### config.mk
export PLATFORM = sky130hd
export DESIGN_NAME = pc_sequencer_flat
export DESIGN_NICKNAME = d
export VERILOG_FILES = /design/src/rtl/pc_sequencer_if.sv /design/src/rtl/pc_sequencer.sv /design/src/flat_wrapper.sv
export SDC_FILE = /design/constraint.sdc
export NUM_CORES = 1
export LEC_CHECK = 0
export CAP_MARGIN = 5
export CORE_MARGIN = 2
export CORE_UTILIZATION = 50
export DETAILED_ROUTE_END_ITERATION = 8
export PLACE_DENSITY = 0.7
export SYNTH_ARGS = -nofsm -noshare
export SYNTH_HDL_FRONTEND = slang
export SYNTH_SLANG_ARGS = --single-unit
### constraint.sdc
create_clock -name clock -period 7.9 [get_ports clock]
set_clock_uncertainty 0.15 [all_clocks]
set_input_delay 1.58 -clock clock [delete_from_list [all_inputs] [get_ports clock]]
set_output_delay 1.58 -clock clock [all_outputs]
set_load 0.05 [all_outputs]
### src/rtl/pc_sequencer_if.sv
`default_nettype none
// ============================================================================
// Module   : pc_sequencer_if
// Brief    : Control and status bundle between fetch control and pc_sequencer.
// Revision : 1.0
// ============================================================================
interface pc_sequencer_if #(
    parameter int ADDR_WIDTH = 32,
    parameter int RAS_DEPTH  = 8
);
    localparam int CW = $clog2(RAS_DEPTH) + 1;

    logic                  stall;
    logic [1:0]            sig_pc_src;
    logic                  sig_push_ra;
    logic [ADDR_WIDTH-1:0] I_TypeImmediate;
    logic [ADDR_WIDTH-1:0] J_TypeImmediate;
    logic [ADDR_WIDTH-1:0] PC;
    logic [CW-1:0]         ras_count;
    logic                  ras_empty;
    logic                  ras_full;
    logic                  ras_overflow;
    logic                  ras_underflow;

    modport master (
        output stall, sig_pc_src, sig_push_ra, I_TypeImmediate, J_TypeImmediate,
        input  PC, ras_count, ras_empty, ras_full, ras_overflow, ras_underflow
    );

    modport slave (
        input  stall, sig_pc_src, sig_push_ra, I_TypeImmediate, J_TypeImmediate,
        output PC, ras_count, ras_empty, ras_full, ras_overflow, ras_underflow
    );
endinterface
`default_nettype wire

### src/rtl/pc_sequencer.sv
`default_nettype none
// ============================================================================
// Module   : pc_sequencer
// Brief    : Next-PC selection with stall, reset vector and circular RAS.
// Revision : 1.0
// ============================================================================
module pc_sequencer #(
    parameter int                    ADDR_WIDTH   = 32,
    parameter int                    PC_INC       = 4,
    parameter int                    RAS_DEPTH    = 8,
    parameter logic [ADDR_WIDTH-1:0] RESET_VECTOR = '0
) (
    input  wire logic        clock,
    input  wire logic        reset,
    pc_sequencer_if.slave    bus
);
    localparam int PW = $clog2(RAS_DEPTH);
    localparam int CW = PW + 1;
    localparam logic [1:0] c_SRC_DEFAULT = 2'b00;
    localparam logic [1:0] c_SRC_RETURN  = 2'b01;
    localparam logic [1:0] c_SRC_BRANCH  = 2'b10;
    localparam logic [1:0] c_SRC_JUMP    = 2'b11;

    logic [ADDR_WIDTH-1:0] r_pc;
    logic [PW-1:0]         r_tp;
    logic [CW-1:0]         r_count;
    logic                  r_overflow;
    logic                  r_underflow;
    logic [ADDR_WIDTH-1:0] r_mem [RAS_DEPTH];

    logic [ADDR_WIDTH-1:0] w_seq_pc;
    logic [ADDR_WIDTH-1:0] w_next_pc;
    logic                  w_is_ret;
    logic                  w_empty;
    logic                  w_full;
    logic                  w_pop;
    logic                  w_push;
    logic                  w_swap_top;
    logic                  w_push_new;
    logic [PW-1:0]         w_tp_inc;

    assign w_seq_pc   = r_pc + ADDR_WIDTH'(PC_INC);
    assign w_is_ret   = (bus.sig_pc_src == c_SRC_RETURN);
    assign w_empty    = (r_count == '0);
    assign w_full     = (r_count == CW'(RAS_DEPTH));
    assign w_pop      = w_is_ret && !w_empty;
    assign w_push     = bus.sig_push_ra;
    // A call coinciding with a real return replaces the top in place
    assign w_swap_top = w_push && w_pop;
    assign w_push_new = w_push && !w_pop;
    assign w_tp_inc   = r_tp + PW'(1);

    always_comb begin
        w_next_pc = w_seq_pc;
        case (bus.sig_pc_src)
            c_SRC_DEFAULT: w_next_pc = w_seq_pc;
            c_SRC_RETURN:  w_next_pc = w_empty ? w_seq_pc : r_mem[r_tp];
            c_SRC_BRANCH:  w_next_pc = r_pc + bus.I_TypeImmediate;
            c_SRC_JUMP:    w_next_pc = r_pc + bus.J_TypeImmediate;
            default:       w_next_pc = w_seq_pc;
        endcase
    end

    always_ff @(posedge clock) begin
        if (reset) begin
            r_pc        <= RESET_VECTOR;
            r_tp        <= '0;
            r_count     <= '0;
            r_overflow  <= 1'b0;
            r_underflow <= 1'b0;
        end else if (!bus.stall) begin
            r_pc <= w_next_pc;
            if (w_is_ret && w_empty) begin
                r_underflow <= 1'b1;
            end
            if (w_push_new) begin
                r_tp <= w_tp_inc;
                if (w_full) begin
                    r_overflow <= 1'b1;
                end else begin
                    r_count <= r_count + CW'(1);
                end
            end else if (w_pop && !w_swap_top) begin
                r_tp    <= r_tp - PW'(1);
                r_count <= r_count - CW'(1);
            end
        end
    end

    // Stack storage carries no reset; only the pointer and count define validity
    always_ff @(posedge clock) begin
        if (!reset && !bus.stall) begin
            if (w_swap_top) begin
                r_mem[r_tp] <= w_seq_pc;
            end else if (w_push_new) begin
                r_mem[w_tp_inc] <= w_seq_pc;
            end
        end
    end

    assign bus.PC            = r_pc;
    assign bus.ras_count     = r_count;
    assign bus.ras_empty     = w_empty;
    assign bus.ras_full      = w_full;
    assign bus.ras_overflow  = r_overflow;
    assign bus.ras_underflow = r_underflow;
endmodule
`default_nettype wire

### src/flat_wrapper.sv
// flat-port wrapper written by rule: the top's interface ports become plain ports
module pc_sequencer_flat 
#(
    parameter int                    ADDR_WIDTH   = 32,
    parameter int                    PC_INC       = 4,
    parameter int                    RAS_DEPTH    = 8,
    parameter logic [ADDR_WIDTH-1:0] RESET_VECTOR = '0
)
  (clock, reset, bus_stall, bus_sig_pc_src, bus_sig_push_ra, bus_I_TypeImmediate, bus_J_TypeImmediate, bus_PC, bus_ras_count, bus_ras_empty, bus_ras_full, bus_ras_overflow, bus_ras_underflow);
  pc_sequencer_if #(.ADDR_WIDTH(ADDR_WIDTH), .RAS_DEPTH(RAS_DEPTH)) bus_i ();
  input  wire logic clock;
  input  wire logic reset;
  input wire logic [$bits(bus_i.stall)-1:0] bus_stall;
  input wire logic [$bits(bus_i.sig_pc_src)-1:0] bus_sig_pc_src;
  input wire logic [$bits(bus_i.sig_push_ra)-1:0] bus_sig_push_ra;
  input wire logic [$bits(bus_i.I_TypeImmediate)-1:0] bus_I_TypeImmediate;
  input wire logic [$bits(bus_i.J_TypeImmediate)-1:0] bus_J_TypeImmediate;
  output wire logic [$bits(bus_i.PC)-1:0] bus_PC;
  output wire logic [$bits(bus_i.ras_count)-1:0] bus_ras_count;
  output wire logic [$bits(bus_i.ras_empty)-1:0] bus_ras_empty;
  output wire logic [$bits(bus_i.ras_full)-1:0] bus_ras_full;
  output wire logic [$bits(bus_i.ras_overflow)-1:0] bus_ras_overflow;
  output wire logic [$bits(bus_i.ras_underflow)-1:0] bus_ras_underflow;
  assign bus_i.stall = bus_stall;
  assign bus_i.sig_pc_src = bus_sig_pc_src;
  assign bus_i.sig_push_ra = bus_sig_push_ra;
  assign bus_i.I_TypeImmediate = bus_I_TypeImmediate;
  assign bus_i.J_TypeImmediate = bus_J_TypeImmediate;
  assign bus_PC = bus_i.PC;
  assign bus_ras_count = bus_i.ras_count;
  assign bus_ras_empty = bus_i.ras_empty;
  assign bus_ras_full = bus_i.ras_full;
  assign bus_ras_overflow = bus_i.ras_overflow;
  assign bus_ras_underflow = bus_i.ras_underflow;
  pc_sequencer #(.ADDR_WIDTH(ADDR_WIDTH), .PC_INC(PC_INC), .RAS_DEPTH(RAS_DEPTH), .RESET_VECTOR(RESET_VECTOR)) u_core (.clock(clock), .reset(reset), .bus(bus_i));
endmodule
; ---- Word-level counts from Yosys, hierarchy flattened
; Memories as Yosys holds them, arrays and structs flattened. A register that Yosys moved wholly into a read port is not among the register bits.
; Index checks and enable logic that the tools add are counted.
[word_totals]
regBits = 41
out_inout_bits = 40
ram_bits = 256
word_cells = 57
input_bits = 70
n_memories = 1
[memory_table]
columns = memory, words, word_bits, rd, rd_ports_with_merged_regs, wr, line
row1 = u_core.r_mem, 8, 32, 1, 1, 1, pc_sequencer.sv:29  ; logic [ADDR_WIDTH-1:0] r_mem [RAS_DEPTH];
[op_classes]
bitwise = 1
addsub = 7
n_eq_ne = 5
reduce_logical = 19
mux = 19
[ops]
columns = cell, count
row1 = 32-bit one-hot mux with 4 select lines, 1
row2 = 32-bit adder, 2
row3 = 32-bit 2-to-1 mux, 2
row4 = "32-bit by 3-bit adder with 32-bit output, second input constant", 1
row5 = 32-bit OR reduction, 1
row6 = 3-bit 2-to-1 mux, 5
row7 = 4-bit 2-to-1 mux, 3
row8 = 1-bit 2-to-1 mux, 8
row9 = 1-bit logical AND, 6
row10 = 3-bit AND reduction, 2
row11 = 1-bit logical NOT, 5
row12 = "4-bit by 1-bit adder with 4-bit output, second input constant", 1
row13 = "2-bit equality test, second input constant", 2
row14 = "4-bit equality test, second input constant", 1
row15 = 4-bit logical NOT, 1
row16 = 2-bit AND reduction, 2
row17 = "4-bit by 1-bit subtractor with 4-bit output, second input constant", 1
row18 = "3-bit by 1-bit adder with 3-bit output, second input constant", 1
row19 = "3-bit by 1-bit subtractor with 3-bit output, second input constant", 1
row20 = "2-bit by 1-bit equality test with 1-bit output, second input constant", 1
row21 = 2-bit logical NOT, 1
row22 = "2-bit inequality test, second input constant", 1
row23 = 2-bit nonzero test, 1
row24 = 1-bit NOT, 1

; ---- Longest topological paths before layout
; Gate-level depths: netlist of run 1.
[logic_depth]
word_depth = 11
depth_mapped = 14
depth_no_buf = 13

; ---- Worst setup path before layout of run 1
; Ideal clock, no wire load.
[synth_timing]
kind = input port to flip-flop
startpoint = input port bus_sig_pc_src[1]
endpoint = memory u_core.r_mem[0][0] (enable)
path_slack_ps = 2884
stages = 9
path_buffers = 2
arrival_time_ps = 4445
required_ps = 7329
cell_sequence = inv_1 nand3_1 inv_1 clkbuf_1 clkbuf_1 ha_1 nor4b_1 o21ai_0 nor2_1
[synth_between]
elab_chain_cells = 10
[synth_rtl]
columns = item, line
row1 = start: declaration, flat_wrapper.sv:14  ; input wire logic [$bits(bus_i.sig_pc_src)-1:0] bus_sig_pc_src;
row2 = 2-bit by 1-bit equality test with 1-bit output (*), pc_sequencer.sv:43  ; assign w_is_ret = (bus.sig_pc_src == c_SRC_RETURN);
row3 = 1-bit logical AND (*), pc_sequencer.sv:46  ; assign w_pop = w_is_ret && !w_empty;
row4 = 1-bit logical NOT, pc_sequencer.sv:50  ; assign w_push_new = w_push && !w_pop;
row5 = 1-bit logical AND, pc_sequencer.sv:50
row6 = 1-bit 2-to-1 mux, pc_sequencer.sv:95  ; end else if (w_push_new) begin
row7 = 1-bit 2-to-1 mux, pc_sequencer.sv:93  ; if (w_swap_top) begin
row8 = 1-bit 2-to-1 mux, pc_sequencer.sv:92  ; if (!reset && !bus.stall) begin
row9 = 1-bit 2-to-1 mux (not written as such), pc_sequencer.sv:96  ; r_mem[w_tp_inc] <= w_seq_pc;
row10 = 32-bit OR reduction (no line), --
row11 = 3-bit 2-to-1 mux (no line) / 1-bit 2-to-1 mux (equally long branches), --
row12 = end: declaration, pc_sequencer.sv:29
; Every way passes the cells marked *; elsewhere a longest branch is shown, timed or not.

; ---- Worst setup path after layout of run 1
[layout_timing]
startpoint = input port bus_sig_pc_src[1]
endpoint = register u_core.r_pc[22], in the netlist u_core.bus.PC[22]
[layout_between]
elab_chain_cells = 2
[layout_rtl]
columns = item, line
row1 = "2-bit equality test, or another cell as far along", pc_sequencer.sv:55  ; case (bus.sig_pc_src)
row2 = 32-bit one-hot mux with 4 select lines (*), pc_sequencer.sv:55
row3 = end signal: assignment, pc_sequencer.sv:72  ; r_pc <= w_next_pc;
row4 = end: declaration, pc_sequencer.sv:24  ; logic [ADDR_WIDTH-1:0] r_pc;
; Marked as above.
; A chain may end at the register's enable or synchronous reset.

==> results of run 1 <==
[final cells by class]
cell class	instances	area [um^2]	share of cell area, %
inverter	31	116	0.680
timing repair buffer	127	1220	7.10
sequential	300	8570	50.1
clock inverter	22	193	1.13
clock buffer	34	787	4.60
tap	384	480	2.81
multi-input combinational	643	5750	33.6
[flip-flops by register name, summed over array words and instances, names as in the netlist, named ones only]
signal and flops:
u_core.bus.ras_overflow 1, u_core.bus.PC 32, u_core.r_mem 256, u_core.bus.ras_underflow 1, u_core.bus.ras_count 4, u_core.r_tp 3
[critical path: stages]
cell,delay (ns)
clkdlybuf4s50_1,0.65
nand2_1,0.42
buf_4,0.39
mux2_2,0.40
ha_1,0.33
nand4_1,0.09
a21oi_1,0.22
o211ai_1,0.22
o41ai_1,0.67
a221o_1,0.33
a31oi_1,0.10
a41oi_1,0.22
a21oi_1,0.09
[cell families (layout without fill, tap and decap cells)]
family          Yosys count  count (layout)  synth area share, %
buf+inv                  84             214                 2.71
compound gates          189             189                 9.17
fa+ha+maj                47              47                 4.12
xor+xnor                 63              63                 3.77
flops                   300             300                 58.5
mux                     133             133                 15.0
simple gates            211             211                 6.80
[per-stage QoR]
stage | std cells | power (mW) | instance area, um^2 | utilization, %
floorplan | 1027 | 2.49 | 14700 | -
global placement | 1485 | 2.75 | 16100 | 56.1
detailed placement | 1485 | 2.75 | 16100 | 56.1
CTS | 1541 | 4.14 | 17100 | 59.5
global route | 1541 | 4.28 | 17100 | 59.5
finish | 1541 | 4.12 | 17100 | 59.5
[per-layer routing]
layer	wire [um]	GRT usage (%)	share of wire [%]
met1	15000	32.0	42
met2	17900	39.9	50
met3	1860	2.79	5.2
met4	1150	7.71	3.2
met5	0	0	0
[layout by cell type, fill, tap and decap left out, drive strengths merged, types with 20 or more instances in the layout]
master,Yosys,routed
edfxtp,256,256
inv,31,31
buf,21,20
ha,45,45
clkdlybuf4s50,0,107
nor2,63,63
a21oi,51,51
clkbuf,32,34
o21ai,34,34
nand2,62,62
dfxtp,44,44
a221oi,29,29
xnor2,44,44
mux4,64,64
nor3,21,21
mux2,50,50
[worst min path at each step]
stage / to / slack [ns] / cells after the start
global route: u_core.bus.ras_overflow$_SDFFE_PP0P_ / 0.37 / 2
finish: u_core.bus.ras_underflow$_SDFFE_PP0P_ / 0.33 / 2
CTS: u_core.bus.ras_underflow$_SDFFE_PP0P_ / 0.34 / 2
detailed placement: u_core.bus.ras_underflow$_SDFFE_PP0P_ / 0.33 / 2
floorplan: flop / 0.37 / 2
global placement: u_core.bus.ras_underflow$_SDFFE_PP0P_ / 0.31 / 2
[power by group]
group | internal [mW] | switching [mW] | leakage (nW)
combinational | 0.350 | 0.495 | 2.61
clock | 0.811 | 0.588 | 0.460
sequential | 1.80 | 0.0761 | 2.71
total | 2.96 | 1.16 | 5.77
==> impl_metrics.yaml, run 1 <==
sta:
  hold_viol: 0
  setup_viol: 0
  final_max_slew_viol_count: 0
  fin_setup_tns_ns: 0
  worstMarginPinSlew_ns: 0.995
  relSlewSlack_pct: 33.7
  hold_ws_ns: 0.334
  worst_slack_ns: 2.42
  rsz0062_at_grt: "false"
  period_minus_slack_ns: 5.48
  clock.fmax_mhz: 183
  period_share_pct: 69.3
synth:
  synthFlopType: "edfxtp_1"
  yosysUniqueCellTypes: 68
  syn-cell-area_um2: 14700
  syn_nets: 1144
  synth_most_common_cell: "edfxtp_1"
  ys_seq_elements: 300
  yosysSeqAreaShare_pct: 58.5
  synth_edf_count: 256
  synth.area.top_cells: "edfxtp_1 52%, mux4_2 9.8%, dfxtp_1 6.0%"
  synth_top_area_share_pct: 52.5
  async_reset_ff_share_pct: 0
  yosys.area.top_type: "edfxtp_1"
  syn_inst: 1027
  synth.top_cells.by_count: "256 x edfxtp_1, 64 x mux4_2, 63 x nor2_1, 62 x nand2_1, 50 x mux2_2"
  syn_avg_cell_area_um2: 14.3
  yosysWarnings: 0
detailed_routing:
  first_iter_violations: 818
  post-route-drc-count: 0
  vias_per_cell: 6.08
  first_pass_iters: 5
  wl_per_cell_um: 23.3
  wirelength_um: 35900
  dr_total_vias: 9363
  detail-route-antenna-nets: 0
global_routing:
  grt_usage_pct: 23.6
  grt_max_degree: 65
  grt_pass1_wl_um: 55600
  grt_pass1_vias: 9453
  overflow: 0
  antenna_found_initial: 0
placement:
  place_ws_ns: 1.95
  hpwlAfterDp_um: 23400
  port_buffers: 109
  globalplace.congestion: 0.926
floorplanning:
  die_area_um2: 30700
  initial_utilization_pct: 50.9
  core_um2: 28800
  ios: 110
  rows: 62
  die_x_um: 175
  die_h_um: 175
worst_setup_path:
  crit_arrival_ns: 5.73
  r2r_cells: 8
  endpoint_kind: "flop"
  start_kind: "primary input"
  setup.worst_path.end: "u_core.bus.PC[22]$_SDFFE_PP0N_"
  critPathLaunch: "bus_sig_pc_src[1]"
  r2r_start: "u_core.bus.ras_count[0]$_SDFFE_PP0P_"
  cp_max_fo: 25
  worstPathRequired_ns: 8.16
  worst-setup-path-type: "primary input to flop"
  r2r_setup_slack_ns: 3.79
  r2r_end: "u_core.r_mem[0][30]$_DFFE_PP_"
hold_path:
  hp-class: "flop to flop"
  hold_start: "u_core.bus.ras_underflow$_SDFFE_PP0P_"
cells_and_area:
  fillers: 2208
  drive_gt1_share_pct: 17.9
  antenna_cells: 0
  num-nets-final: 1250
  syn2layout_area_growth_pct: 16.8
outcome:
  outcome: "complete, no violations"
clock_tree:
  cts_hold_buf: 0
  clock_latency_ns: 0.55
  clockRootBuffer: "clkbuf_16"
  clk_pin_slew_worst_paths_ns: 0.07
  cts-htree-levels: 1
  post_cts_buffers: 0
  cts_tree: "done"
  clkSinkCount: 300
  cts_resized: 0
  numCtsBuffers: 30
  cts_buffer_depth: 3
power_and_ir_drop:
  peakVddDrop_mv: 0.174
  p_leak_nw: 5.77
  power_density_nw_per_um2: 241
run:
  max_cap_violations: 0
Note: power is estimated with default switching activity, not from simulation.
==> run 2: changes to the inputs <==
==> constraint.sdc (replaced) <==
create_clock -name clock -period 5.43 [get_ports clock]
set_clock_uncertainty 0.15 [all_clocks]
set_input_delay 1.086 -clock clock [delete_from_list [all_inputs] [get_ports clock]]
set_output_delay 1.086 -clock clock [all_outputs]
set_load 0.05 [all_outputs]
==> run 2 against run 1 <==
  * First-iteration DRC count rose by 24%
  * Worst hold slack barely moved
  * Setup slack worse by 1.6 ns
  * Power up 47%
  * Via count fell by 0.57%
  * Die area stayed put
  * Wire length shrank 0.11%
  * Core utilization grew 0.27 points
  * Combinational power is 44% higher
  * Sequential power up 46%
  * Count of clock-buffer cells in the layout is 5 higher
  * Critical endpoint is now u_core.bus.PC[30]$_SDFFE_PP0N_
  * Largest cell class unchanged
  * Largest power group unchanged
==> impl_metrics.yaml, run 2 (synthesis results as in run 1) <==
outcome:
  outcome: "complete, no violations"
cells_and_area:
  mostFrequentLayoutCell: "edfxtp_1"
  postLayoutCoreUtil_pct: 59.8
  layout_common_cells: "256 x edfxtp_1, 107 x clkdlybuf4s50_1, 64 x mux4_2"
  largest_register_ffs: 256
  antenna_cells: 0
  top_register: "u_core.r_mem"
  syn2layout_area_growth_pct: 17.4
  num-nets-final: 1255
  drive_gt1_share_pct: 18.3
placement:
  globalplace.congestion: 0.910
  hpwlAfterDp_um: 23600
  port_buffers: 109
  place_ws_ns: 0.223
global_routing:
  grt_max_degree: 54
  grt_pass1_wl_um: 54800
  grt_pass1_vias: 9332
  grt_usage_pct: 23.4
  antenna_found_initial: 0
  overflow: 0
sta:
  setup_viol: 0
  final_max_slew_viol_count: 0
  rsz0062_at_grt: "false"
  hold_viol: 0
  period_minus_slack_ns: 4.65
  hold_ws_ns: 0.335
  fin_setup_tns_ns: 0
  worstMarginPinSlew_ns: 1.02
  clock.fmax_mhz: 215
  relSlewSlack_pct: 31.9
  worst_slack_ns: 0.782
  period_share_pct: 85.6
worst_setup_path:
  crit_chain: "clkdlybuf4s50_1 -> nand2_1 -> mux2_2 -> ha_1 -> inv_1 -> fa_1 -> nand3b_1 -> a21oi_1 -> o211ai_1 -> o41ai_1 -> a221o_1 -> a41oi_1 -> mux2i_1 -> o21ai_0"
  worstPathRequired_ns: 5.68
  start_kind: "primary input"
  crit_arrival_ns: 4.90
  worst-setup-path-type: "primary input to flop"
  endpoint_kind: "flop"
  max_stage_delay_ns: 0.60
  cp_max_fo: 9
  slowest_stage: "o41ai_1"
clock_tree:
  cts_hold_buf: 0
  cts_buffer_depth: 3
  numCtsBuffers: 30
  clk_pin_slew_worst_paths_ns: 0.07
  clkSinkCount: 300
  clockRootBuffer: "clkbuf_16"
  clock_latency_ns: 0.55
  cts_tree: "done"
  cts_resized: 0
  cts-htree-levels: 1
  post_cts_buffers: 0
detailed_routing:
  dr_total_vias: 9310
  first_iter_violations: 1015
  post-route-drc-count: 0
  vias_per_cell: 6.02
  wirelength_um: 35800
  detail-route-antenna-nets: 0
  wl_per_cell_um: 23.2
  first_pass_iters: 5
hold_path:
  hp-class: "flop to flop"
power_and_ir_drop:
  power_density_nw_per_um2: 353
  peakVddDrop_mv: 0.265
  finalPower_mw: 6.07
  p_leak_nw: 5.82
run:
  max_cap_violations: 0
floorplanning:
  core_um2: 28800
  die_h_um: 175
  rows: 62
  die_x_um: 175
  ios: 110
  die_area_um2: 30700
  initial_utilization_pct: 50.9
[run 2: changes by cell type in the layout (fill, tap and decap cells not counted), moves of 2 or more]
| cell | delta |
|---|---|
| clkinvlp_4 | -2 |
| clkbuf_1 | +5 |
| buf_4 | +4 |
| clkinv_1 | -6 |
[run 2: metal layers]
metal  GRT usage, %  vias to the layer above  share of wire, %
met5              0                        -                 0
met4           5.59                        0               2.3
met3           2.48                       54               5.0
met2           39.9                      322                51
met1           32.5                     4684                42
li1               -                     4250                 -
[run 2: area by class of cell]
| class | instances | area (um^2) |
|---|---|---|
| Inverter | 31 | 116 |
| Clock inverter | 17 | 201 |
| Timing Repair Buffer | 132 | 1270 |
| Tap cell | 384 | 480 |
| Fill cell | 2209 | 11600 |
| Sequential cell | 300 | 8570 |
| Multi-Input combinational cell | 643 | 5750 |
| Clock buffer | 39 | 806 |
[run 2: power by group]
group / total, mW / leakage, nW / internal, mW / switching, mW
sequential: 2.74 / 2.71 / 2.62 / 0.125
combinational: 1.22 / 2.63 / 0.512 / 0.708
clock: 2.10 / 0.481 / 1.24 / 0.863
[run 2: worst max-delay path, delay by kind of cell]
family,cells,cell delay (ns)
and+or+nand+nor,2,0.50
muxes,2,0.49
AOI/OAI and AO/OA,6,1.64
adders and majority gates,2,0.54
buffers and inverters,2,0.61
[run 2: worst paths after layout]
| kind | endpoint | from | cells past startpoint | slack, ns |
|---|---|---|---|---|
| setup reg to reg | u_core.r_mem[5][22]$_DFFE_PP_ | u_core.bus.ras_count[0]$_SDFFE_PP0P_ | 8 | 1.76 |
| setup / recovery | u_core.bus.PC[30]$_SDFFE_PP0N_ | bus_sig_pc_src[0] | 14 | 0.78 |
| hold / removal | u_core.bus.ras_overflow$_SDFFE_PP0P_ | u_core.bus.ras_overflow$_SDFFE_PP0P_ | 2 | 0.33 |
| hold reg to reg | u_core.bus.ras_overflow$_SDFFE_PP0P_ | u_core.bus.ras_overflow$_SDFFE_PP0P_ | 2 | 0.33 |
[run 2: per-stage QoR]
| stage | std cells | instance area, um^2 |
|---|---|---|
| after floorplan | 1027 | 14700 |
| after global placement | 1490 | 16200 |
| after detailed placement | 1490 | 16200 |
| after CTS | 1546 | 17200 |
| after global routing | 1546 | 17200 |
| final | 1546 | 17200 |
==> run 3: changes to the inputs <==
--- a/config.mk
+++ b/config.mk
@@ -5,7 +5,7 @@
 export SDC_FILE = /design/constraint.sdc
 export NUM_CORES = 1
 export LEC_CHECK = 0
-export CAP_MARGIN = 5
+export CAP_MARGIN = 25
 export CORE_MARGIN = 2
 export CORE_UTILIZATION = 50
 export DETAILED_ROUTE_END_ITERATION = 8
==> run 3 against run 2 <==
  * Count of clock-buffer cells in the layout unchanged
  * Worst hold slack better by 0.0011 ns
  * Largest power group unchanged
  * Maximum frequency about the same
  * Core utilization up 0.052 points
  * Critical path depth unchanged
  * Final cell count hardly changed
  * Clock power hardly changed
  * Combinational power hardly changed
  * Global-route usage did not move
  * Sequential share of layout area is essentially flat
  * Highest routed layer unchanged
  * Die area stayed put
==> impl_metrics.yaml, run 3 (synthesis results as in run 1) <==
detailed_routing:
  dr_total_vias: 9353
  vias_per_cell: 6.05
  wl_per_cell_um: 23.2
  first_iter_violations: 947
  wirelength_um: 35800
  detail-route-antenna-nets: 0
  post-route-drc-count: 0
  first_pass_iters: 6
worst_setup_path:
  cp_max_fo: 9
  crit_chain: "clkdlybuf4s50_1 -> nand2_1 -> mux2_2 -> ha_1 -> inv_1 -> fa_1 -> nand3b_1 -> a21oi_1 -> o211ai_1 -> o41ai_1 -> a221o_1 -> a41oi_1 -> mux2i_1 -> o21ai_0"
  crit_arrival_ns: 4.90
  crit_family: "compound AO/OA/AOI/OAI gates"
  max_stage_delay_ns: 0.60
  r2r_cells: 8
  worst-setup-path-type: "primary input to flop"
  worstPathRequired_ns: 5.68
  endpoint_kind: "flop"
  crit_buf_inv: 2
  slowest_stage: "o41ai_1"
  worst-path-stages: 14
  start_kind: "primary input"
power_and_ir_drop:
  finalPower_mw: 6.07
  power_density_nw_per_um2: 353
  peakVddDrop_mv: 0.266
  p_leak_nw: 5.83
clock_tree:
  clkSinkCount: 300
  clk_pin_slew_worst_paths_ns: 0.07
  cts-htree-levels: 1
  clockRootBuffer: "clkbuf_16"
  cts_hold_buf: 0
  clock_latency_ns: 0.55
  cts_tree: "done"
  cts_buffer_depth: 3
  cts_resized: 0
  post_cts_buffers: 0
  numCtsBuffers: 30
floorplanning:
  die_h_um: 175
  rows: 62
  die_x_um: 175
  ios: 110
  core_um2: 28800
  die_area_um2: 30700
  initial_utilization_pct: 50.9
global_routing:
  grt_pass1_wl_um: 54800
  grt_max_degree: 54
  grt_usage_pct: 23.4
  overflow: 0
  antenna_found_initial: 0
  grt_pass1_vias: 9332
sta:
  worstMarginPinSlew_ns: 0.853
  clock.fmax_mhz: 215
  setup_viol: 0
  period_share_pct: 85.6
  rsz0062_at_grt: "false"
  relSlewSlack_pct: 42.7
  hold_viol: 0
  fin_setup_tns_ns: 0
  period_minus_slack_ns: 4.65
  final_max_slew_viol_count: 0
cells_and_area:
  top_register: "u_core.r_mem"
  largest_register_ffs: 256
  layout_common_cells: "256 x edfxtp_1, 107 x clkdlybuf4s50_1, 64 x mux4_2"
  syn2layout_area_growth_pct: 17.5
  antenna_cells: 0
  mostFrequentLayoutCell: "edfxtp_1"
  drive_gt1_share_pct: 18.4
  num-nets-final: 1256
run:
  max_cap_violations: 0
outcome:
  outcome: "complete, no violations"
placement:
  hpwlAfterDp_um: 23600
  port_buffers: 109
  globalplace.congestion: 0.910
hold_path:
  hold_depth: 2
  hp-class: "flop to flop"
-- run 3: power by group --
group | total, mW | switching [mW] | internal [mW]
Clock | 2.11 | 0.865 | 1.24
Sequential | 2.74 | 0.124 | 2.62
Combinational | 1.22 | 0.709 | 0.515
-- run 3: metrics by stage --
stage | util (%) | std cells | instance area (um^2) | hold WS [ns] | setup slack, ns
4_1_cts | 59.8 | 1546 | 17200 | 0.335 | 0.778
6_report | 59.8 | 1547 | 17200 | 0.336 | 0.784
2_1_floorplan | - | 1027 | 14700 | 0.369 | 0.908
3_3_place_gp | 56.3 | 1490 | 16200 | 0.304 | 0.368
5_1_grt | 59.8 | 1547 | 17200 | 0.382 | 0.385
3_5_place_dp | 56.3 | 1490 | 16200 | 0.319 | 0.223
-- run 3: worst paths after layout --
kind / from / endpoint / slack [ns]
setup / recovery: bus_sig_pc_src[0] / u_core.bus.PC[30]$_SDFFE_PP0N_ / 0.78
hold / removal: u_core.bus.ras_overflow$_SDFFE_PP0P_ / u_core.bus.ras_overflow$_SDFFE_PP0P_ / 0.34
setup reg to reg: u_core.bus.ras_count[0]$_SDFFE_PP0P_ / u_core.r_mem[5][22]$_DFFE_PP_ / 1.78
hold reg to reg: u_core.bus.ras_overflow$_SDFFE_PP0P_ / u_core.bus.ras_overflow$_SDFFE_PP0P_ / 0.34
-- run 3: metal layers --
| layer | GRT usage (%) | vias to the layer above | wire length [um] |
|---|---|---|---|
| li1 | - | 4256 | - |
| met4 | 5.59 | 0 | 863 |
| met3 | 2.48 | 60 | 1780 |
| met1 | 32.5 | 4696 | 15200 |
| met5 | 0 | - | 0 |
| met2 | 39.9 | 341 | 17900 |
-- run 3: layout make-up --
type / instances / area, um^2
Clock buffer: 39 / 806
Clock inverter: 17 / 201
Fill cell: 2210 / 11600
Inverter: 31 / 116
Multi-Input combinational cell: 643 / 5750
Sequential cell: 300 / 8570
Tap cell: 384 / 480
Timing Repair Buffer: 133 / 1280
-- run 3: worst reg2reg max path, cell delays in order, from the launching register on --
cell and delay (ns):
dfxtp_1 0.40, or4_1 0.66, nand3_1 0.36, ha_1 0.29, inv_1 0.10, and4_1 0.19, o21ai_0 0.67, nor2_4 0.29
buf_12 0.27
==> RTL change (settings of run 3) <==
`RAS_DEPTH` is set to 8 in 3 places; all go to 16.
--- a/src/rtl/pc_sequencer_if.sv
+++ b/src/rtl/pc_sequencer_if.sv
@@ -7,5 +7,5 @@
 interface pc_sequencer_if #(
     parameter int ADDR_WIDTH = 32,
-    parameter int RAS_DEPTH  = 8
+    parameter int RAS_DEPTH  = 16
 );
     localparam int CW = $clog2(RAS_DEPTH) + 1;
--- a/src/rtl/pc_sequencer.sv
+++ b/src/rtl/pc_sequencer.sv
@@ -8,5 +8,5 @@
     parameter int                    ADDR_WIDTH   = 32,
     parameter int                    PC_INC       = 4,
-    parameter int                    RAS_DEPTH    = 8,
+    parameter int                    RAS_DEPTH    = 16,
     parameter logic [ADDR_WIDTH-1:0] RESET_VECTOR = '0
 ) (
--- a/src/flat_wrapper.sv
+++ b/src/flat_wrapper.sv
@@ -4,5 +4,5 @@
     parameter int                    ADDR_WIDTH   = 32,
     parameter int                    PC_INC       = 4,
-    parameter int                    RAS_DEPTH    = 8,
+    parameter int                    RAS_DEPTH    = 16,
     parameter logic [ADDR_WIDTH-1:0] RESET_VECTOR = '0
 )
Ports: changed (resized bus_ras_count); port bits go from 110 to 111. No check against the original RTL was run, so the function may have changed too.
==> RTL change against run 3 <==
Area after synthesis up 68%. Power up 75%. Routed wire length up 79%. Highest routed layer unchanged. Cell area up 67%. Count of clock-buffer cells in the layout up 31. Sequential cell count up 259. Largest cell class unchanged. Worst setup slack better by 200 ps.
==> RTL change: results (changes against run 3) <==
metric,value,unit,change
worstPathMaxFanout,10,,was 9
final_nets,1773,,was 1256
drt-total-wl,64.0,mm,was 35.8 mm
grtUsageTotal,0.253,,was 0.234
relSlewSlack,0.277,,was 0.427
dp_hpwl,39.3,mm,was 23.6 mm
dpl_worst_slack,436,ps,was 223 ps
postSynthCellCount,1479,,was 1027
drt_pre_antenna_iters,6,,unchanged
drt-initial-drc-count,1728,,was 947
place.gp.congestion,0.924,,was 0.910
p_leak,0.00951,uW,was 0.00583 uW
r2r_cells,14,,was 8
status,"finished, final reports clean",,unchanged
yosysUniqueCellTypes,73,,was 68
vias_per_cell,6.21,,was 6.05
synth_edf_count,512,,was 256
slowest_stage,or4_1,,was o41ai_1
critPathMaxStageDelay,480,ps,was 600 ps
grt_start_max_net_pins,105,,was 54
clk_latency,610,ps,was 550 ps
seq_area_frac_synth,0.662,,was 0.585
numCtsBuffers,55,,was 30
synth.area.top_cells,"edfxtp_1 (62%), mux4_2 (12%), dfxtp_1 (3.8%)",,"was edfxtp_1 (52%), mux4_2 (9.8%), dfxtp_1 (6.0%)"
io_buffers,110,,was 109
drive_gt1_frac,0.228,,was 0.184
crit_arrival,4840,ps,was 4900 ps
cts.htree.levels,2,,was 1
largest_reg_flops,512,,was 256
synth_common_cells,"edfxtp_1 (512), mux4_2 (133), nand2_1 (86), nor2_1 (68), a21oi_1 (61)",,"was edfxtp_1 (256), mux4_2 (64), nor2_1 (63), nand2_1 (62), mux2_2 (50)"
RTL change: cell count changes in the layout (fill, tap and decap cells not counted), moves of 9 or more:
| cell | delta |
|---|---|
| a21oi_1 | +13 |
| buf_4 | +56 |
| clkbuf_16 | +24 |
| clkinv_1 | +9 |
| edfxtp_1 | +256 |
| mux4_2 | +69 |
| nand2_1 | +23 |
| nand3_1 | +10 |
| o311ai_0 | +15 |
RTL change: cells by family after synthesis:
| logic type | synth area share |
|---|---|
| AOI/OAI and AO/OA | 0.0613 |
| xor gates and xnor gates | 0.0206 |
| adders and majority gates | 0.0255 |
| buffers and inverters | 0.0200 |
| DFF | 0.662 |
| muxes | 0.155 |
| and+or+nand+nor | 0.0561 |
RTL change: layer usage:
layer / routed length, um / vias up / GRT usage
met4: 2050 / 0 / 0.0980
met3: 4890 / 105 / 0.0336
met2: 30100 / 675 / 0.397
li1: - / 6304 / -
met1: 27000 / 7597 / 0.364
met5: 0 / - / 0
RTL change: area by class of cell:
| type | instances | area [um^2] |
|---|---|---|
| well taps | 664 | 831 |
| clock buffers | 70 | 1460 |
| repair buffers | 195 | 1820 |
| inverters | 30 | 113 |
| fillers | 3739 | 20000 |
| clock inverters | 34 | 318 |
| flip-flops and latches | 559 | 16300 |
| multi-input cells | 813 | 7960 |
RTL change: path summary, 6_finish.rpt:
path                                          from                                     to  slack (ps)
max                              bus_sig_pc_src[0]         u_core.bus.PC[28]$_SDFFE_PP0N_         990
max reg2reg   u_core.bus.ras_count[1]$_SDFFE_PP0P_          u_core.r_mem[6][30]$_DFFE_PP_        1520
min reg2reg  u_core.bus.ras_underflow$_SDFFE_PP0P_  u_core.bus.ras_underflow$_SDFFE_PP0P_         330
min          u_core.bus.ras_underflow$_SDFFE_PP0P_  u_core.bus.ras_underflow$_SDFFE_PP0P_         330
RTL change: worst reg2reg max path, stage by stage (launching register included):
cell and delay [ps]:
dfxtp_1 360, nor4_1 360, nor2b_1 170, buf_4 180
inv_1 70, nand2_1 170, ha_1 260, inv_1 120
nor3_1 280, nand2_1 80, a21oi_1 140, a21oi_1 80
buf_4 190, nor2_4 500, buf_4 440
RTL change: where the power goes:
group / total, uW / switching (uW) / internal [uW] / leakage (uW)
registers: 5030 / 143 / 4890 / 0.00507
logic: 1840 / 1060 / 776 / 0.00356
clock network: 3770 / 1580 / 2190 / 0.000875
RTL change: through the flow:
stage	area (um^2)	hold slack, ps
floorplan	24600	394
global placement	26800	306
detailed placement	26900	326
CTS	28700	340
global route	28800	386
finish	28800	330
